File: src/rtl/cpu_seq_pkg.sv
// Shared definitions for the instruction fetch sequencer: state encoding,
// opcode classes, the HALT opcode and load-destination select codes.
package cpu_seq_pkg;

    typedef enum logic [2:0] {
        FETCH   = 3'd0,
        DECODE  = 3'd1,
        OPERAND = 3'd2,
        EXECUTE = 3'd3,
        HALT    = 3'd4
    } seq_state_t;

    localparam logic [1:0] CLS_IMPLIED = 2'b00;
    localparam logic [1:0] CLS_LOAD    = 2'b01;
    localparam logic [1:0] CLS_JUMP    = 2'b10;
    localparam logic [1:0] CLS_SPECIAL = 2'b11;

    localparam logic [7:0] OPC_HALT = 8'hFF;

    localparam logic [1:0] DST_ACC   = 2'b00;
    localparam logic [1:0] DST_X     = 2'b01;
    localparam logic [1:0] DST_Y     = 2'b10;
    localparam logic [1:0] DST_FLAGS = 2'b11;

    function automatic logic [1:0] opc_class(input logic [7:0] opc);
        return opc[7:6];
    endfunction

    function automatic logic has_operand(input logic [7:0] opc);
        return (opc[7:6] == CLS_LOAD) || (opc[7:6] == CLS_JUMP);
    endfunction

endpackage

File: src/rtl/fetch_sequencer.sv
// Multi-cycle instruction fetch/decode sequencer: fetches an opcode, optionally
// an operand byte, and issues single-cycle register-file strobes.
module fetch_sequencer
    import cpu_seq_pkg::*;
#(
    parameter int TIMEOUT = 15
) (
    input  logic       clk,
    input  logic       reset,
    input  logic       run,
    output logic       mem_req,
    input  logic       mem_ack,
    input  logic [7:0] mem_rdata,
    output logic       ir_write,
    output logic       pc_inc,
    output logic       pc_write,
    output logic       acc_write,
    output logic       x_write,
    output logic       y_write,
    output logic       flags_write,
    output logic [7:0] operand,
    output logic       halted,
    output logic       bus_err
);

    localparam int CNT_W = (TIMEOUT < 2) ? 1 : $clog2(TIMEOUT + 1);
    localparam logic [CNT_W-1:0] WAIT_LAST = CNT_W'(TIMEOUT - 1);

    seq_state_t       state;
    seq_state_t       state_nxt;
    logic [7:0]       opcode;
    logic [CNT_W-1:0] wait_cnt;
    logic             armed;
    logic             timeout;
    logic             stall;

    // armed holds off the very first request until one clock edge after reset
    always_ff @(posedge clk or posedge reset) begin
        if (reset) begin
            state    <= FETCH;
            armed    <= 1'b0;
            wait_cnt <= '0;
            bus_err  <= 1'b0;
            operand  <= 8'h00;
        end else begin
            state <= state_nxt;
            armed <= 1'b1;
            if (stall && !timeout)
                wait_cnt <= wait_cnt + CNT_W'(1);
            else
                wait_cnt <= '0;
            if (timeout)
                bus_err <= 1'b1;
            if (state == OPERAND && mem_ack)
                operand <= mem_rdata;
        end
    end

    always_ff @(posedge clk) begin
        if (ir_write)
            opcode <= mem_rdata;
    end

    always_comb begin
        state_nxt   = state;
        mem_req     = 1'b0;
        ir_write    = 1'b0;
        pc_inc      = 1'b0;
        pc_write    = 1'b0;
        acc_write   = 1'b0;
        x_write     = 1'b0;
        y_write     = 1'b0;
        flags_write = 1'b0;
        stall       = 1'b0;
        timeout     = 1'b0;

        case (state)
            FETCH: begin
                mem_req = run && armed;
                if (mem_req && mem_ack) begin
                    ir_write  = 1'b1;
                    pc_inc    = 1'b1;
                    state_nxt = DECODE;
                end
            end
            DECODE: begin
                if (opcode == OPC_HALT)
                    state_nxt = HALT;
                else if (has_operand(opcode))
                    state_nxt = OPERAND;
                else
                    state_nxt = FETCH;
            end
            OPERAND: begin
                mem_req = 1'b1;
                if (mem_ack) begin
                    pc_inc    = 1'b1;
                    state_nxt = EXECUTE;
                end
            end
            EXECUTE: begin
                if (opc_class(opcode) == CLS_LOAD) begin
                    case (opcode[1:0])
                        DST_ACC:   acc_write   = 1'b1;
                        DST_X:     x_write     = 1'b1;
                        DST_Y:     y_write     = 1'b1;
                        DST_FLAGS: flags_write = 1'b1;
                        default:   acc_write   = 1'b0;
                    endcase
                end else if (opc_class(opcode) == CLS_JUMP) begin
                    pc_write = 1'b1;
                end
                state_nxt = FETCH;
            end
            HALT: begin
                state_nxt = HALT;
            end
            default: begin
                state_nxt = FETCH;
            end
        endcase

        // An unanswered request that exhausts its budget overrides the FSM.
        stall = mem_req && !mem_ack;
        if (stall && wait_cnt == WAIT_LAST) begin
            timeout   = 1'b1;
            state_nxt = HALT;
        end
    end

    assign halted = (state == HALT);

endmodule

File: config.mk
export PLATFORM = sky130hd
export DESIGN_NAME = fetch_sequencer
export DESIGN_NICKNAME = d
export VERILOG_FILES = /design/src/rtl/cpu_seq_pkg.sv /design/src/rtl/fetch_sequencer.sv
export SDC_FILE = /design/constraint.sdc
export NUM_CORES = 1
export LEC_CHECK = 0
export CORE_ASPECT_RATIO = 0.6
export CORE_MARGIN = 2
export CORE_UTILIZATION = 30
export CTS_CLUSTER_DIAMETER = 120
export DETAILED_ROUTE_END_ITERATION = 8
export GPL_ROUTABILITY_DRIVEN = 0
export GPL_TIMING_DRIVEN = 0
export SKIP_CTS_REPAIR_TIMING = 1
export SLEW_MARGIN = 10
export SYNTH_ARGS = -nofsm -noshare
export SYNTH_HDL_FRONTEND = slang
export SYNTH_SLANG_ARGS = --single-unit
File: constraint.sdc
create_clock -name clk -period 2.95 [get_ports clk]
set_clock_uncertainty 0.15 [all_clocks]
set_input_delay 0.59 -clock clk [delete_from_list [all_inputs] [get_ports clk]]
set_output_delay 0.59 -clock clk [all_outputs]
set_load 0.03 [all_outputs]
* After elaboration in Yosys (flattened, before gate mapping)
Index checks and enable logic that the tools add are counted.
Word-level totals: bits in registers 25, bits of input ports 12
Operators by class: $add $sub $neg 1, equal/unequal tests 13, mux-type cells 28, reduce and logical (&&, ||, !) cells 12
Operators by type and width (count):
- $mux 1 | 19
- $mux 3 | 4
- $pmux 3 s4 | 1
- $eq 8x8->1 const B | 1
- $eq 2x2->1 const B | 3
- $eq 3x2->1 const B | 2
- $logic_and 1x1->1 | 6
- $add 4x1->4 const B | 1
- $eq 2x1->1 const B | 2
- $eq 4x4->1 const B | 1
- $mux 4 | 1
- $pmux 1 s2 | 2
- $eq 3x1->1 const B | 1
- $eq 3x3->1 const B | 1
- $logic_not 3->1 | 1
- $ne 3x2->1 const B | 1
- $ne 3x3->1 const B | 1
- $logic_not 1->1 | 2
- $logic_not 2->1 | 1
- $mux 2 | 1
- $reduce_and 2->1 | 1
- $logic_or 1x1->1 | 1

* Longest topological paths before layout
word-level depth 8, gate-level depth with buffers 6, gate-level depth less buffers 6

* Least setup slack after synthesis
OpenSTA, ideal clock, no wires.
path kind input port to output port, start point input port run, end point output port ir_write, arrival time 2.305 ns, required time 2.210 ns, path slack -0.095 ns, cell stages on the path 2, cells stage by stage nand3_1 > nor4_1
On the way: word-level cells in the longest chain between the ends 4
Ends and longest elaborated chain:
- start: declaration | line fetch_sequencer.sv:10 | input logic run,
- $logic_and 1x1->1 | line fetch_sequencer.sv:79 | mem_req = run && armed;
- $logic_and 1x1->1 | line fetch_sequencer.sv:80 | if (mem_req && mem_ack) begin
- $mux 1 | line fetch_sequencer.sv:80
- $mux 1 | line fetch_sequencer.sv:77 | case (state)
- end: declaration | line fetch_sequencer.sv:14 | output logic ir_write,
No other way between the ends.

* Worst setup path in the final report
start point input port mem_ack, end point output port ir_write
On the way: word-level cells in the longest chain between the ends 3
Ends and longest elaborated chain:
- start: declaration | line fetch_sequencer.sv:12 | input logic mem_ack,
- $logic_and 1x1->1 | line fetch_sequencer.sv:80
- $mux 1 | line fetch_sequencer.sv:80
- $mux 1 | line fetch_sequencer.sv:77
No other way between the ends.

==> run metrics <==
largest area contributor in the netlist dfrtp_1; Max Cap Violations 0; Cell Area, Synth 1154 um^2; # fillers around 350; Site Rows 17; core box area 3680 um^2; area of the multi-input gates between 400 and 500 um^2; Ports 30; final core occ 43.32%; Worst Path Max Fanout 7; CP startpoint kind primary input; Setup WS post-layout 138.5 ps; vias in the first global route 680; r2r worst-path depth 4; Worst Setup End Kind output pin; CTS tree yes; GRT overflow 0; count leader, synth dfrtp_1; Yosys Warn Count 0; Seq/Total Area, Yosys 57.70%; post-synth cell types 27; Post-synth top cells 17 x dfrtp_1, 8 x edfxtp_1, 8 x mux2_4, 8 x nor2_1; WHS Path Cells 1; largest net degree at the start of global routing 18; post-synth top area share 36.88%; Global Route Usage Sum 11.08%; final setup fails 0; Clock Path Buffers 2; Synth async-reset ratio between 60 and 70%; Synth area leaders dfrtp_1 37%, edfxtp_1 21%, mux2_4 10%, ha_1 5.4%, buf_6 2.9%; Pre-antenna DRT Iters 3; fraction of layout cells with a size suffix above 1 19.20%; syn nets 106; CTS sink cnt 25; Mean Syn Cell Area between 10 and 15 um^2; P_leak roughly 0.7 nW; Worst path slowest cell clkdlybuf4s50_1; initial antenna violation count 0; Synth Register Bits 25; final hold vios 0; total negative slack 0 ps; Clk pin slew, worst setup/hold paths 90 ps; CTS buffer count 3; # nets final 143; Hold Crit Class register to register; EDFF count, synth 8; first-pass GRT wire length 3608 um; htree depth 1; detailed placement HPWL 1768 um; Synth Flop Type dfrtp_1; min cycle time layout 2812 ps; Skew-Pair Late Insertion Delay 270 ps; wire length per cell ~13 um; power consumption 0.001242 W; worst slew pin tran about 650 ps; Die Area 4374 um^2; Die Wd 84.06 um; power per cell area 779.2 nW/um^2; maximum VDD drop between 300 and 400 uV; routed via count about 760; CP arrival 2070 ps; drt via density 4.401; RSZ-0062 raised after global routing false; CTS root buf clkbuf_8; Tcrit/Tclk final 95.31%; Synth Instances ~90; Slew Viols, Final 0; critical path data required time 2210 ps; storage element area 665.6 um^2; fmax 355.7 MHz; iteration-0 DRC count of the detailed router 29; starting density of the core 31.35%; CP peak stage delay 590 ps; kind of critical path primary input to output pin; PortBufs 29; ANT cells 0; Die Y-Extent roughly 52 um; outcome finished clean; max_slew headroom between 50% and 60%; Placement Setup Slack -753.5 ps; Syn-to-layout area delta 38.18%; # DRC 0; WL final 2265 um; crit-path cells clkdlybuf4s50_1, nand3_1, nor4_4, clkbuf_2; Routed Antenna Nets 0
[path summary, 6_finish.rpt]
check                                           from                endpoint  slack, ps
worst max register to register  state[0]$_DFFE_PP0P_    state[1]$_DFFE_PP0P_       1270
worst max-delay path                         mem_ack                ir_write        140
min in group asynchronous                      reset  operand[5]$_DFFE_PP0P_        550
worst min-delay path             bus_err$_DFFE_PP0P_     bus_err$_DFFE_PP0P_        320
max in group asynchronous                      reset    state[2]$_DFFE_PP0P_       1690
worst min register to register   bus_err$_DFFE_PP0P_     bus_err$_DFFE_PP0P_        320
[cells by family after synthesis]
logic type	Yosys count	synth area share, %
compound gates	4	1.953
flops	25	57.70
mux	9	11.28
simple gates	35	17.14
fa+ha+maj	5	5.423
buf+inv	8	4.663
other cells	1	0.3251
xor+xnor	2	1.519
[placed cells by master, fill, tap and decap left out, types with 4 or more instances in the layout]
master	netlist	layout
nor2_1	8	8
nand3_1	5	5
ha_1	5	5
mux2_4	8	8
dfrtp_1	17	17
edfxtp_1	8	8
inv_1	4	4
clkdlybuf4s50_1	0	26
[metal layers]
| metal | global-route usage, % | wire length [um] | share of wire (%) |
|---|---|---|---|
| met5 | 0 | 0 | 0 |
| met4 | 3.226 | 22 | 0.97 |
| met3 | 3.016 | 84 | 3.7 |
| met2 | 15.61 | 903 | 40 |
| met1 | 16.45 | 1255 | 55 |
[area by class of cell]
cell class / instances / area share (%)
inverters: 4 / 0.9419
multi-input cells: 56 / 28.49
clock inverters: 1 / 0.4710
flip-flops and latches: 25 / 41.76
repair buffers: 32 / 19.62
clock buffers: 3 / 2.590
plain buffers: 4 / 2.433
well taps: 47 / 3.689
[flip-flops by register name, summed over array words and instances, names as in the netlist]
name	cells
armed	1
bus_err	1
opcode	8
operand	8
state	3
wait_cnt	4
[metrics by stage]
step	hold slack (ps)	area [um^2]	instances
3_5_place_dp	314.4	1509	165
6_report	324.9	1594	172
3_3_place_gp	313.2	1509	165
5_1_grt	356.0	1594	172
2_1_floorplan	303.0	1160	89
4_1_cts	336.8	1558	169
[critical path, delay by kind of cell]
family / cells / cell delay [ps]
buffers and inverters: 2 / 870
AND/OR/NAND/NOR: 2 / 610
[where the power goes]
group	switching [W]	leakage, nW	total [W]	internal, W
clock network	0.000114	0.0217	0.000210	0.0000957
registers	0.0000430	0.288	0.000480	0.000437
logic	0.000275	0.385	0.000553	0.000277
total	0.000432	0.694	0.00124	0.000810
(Power assumes the default switching activity.)
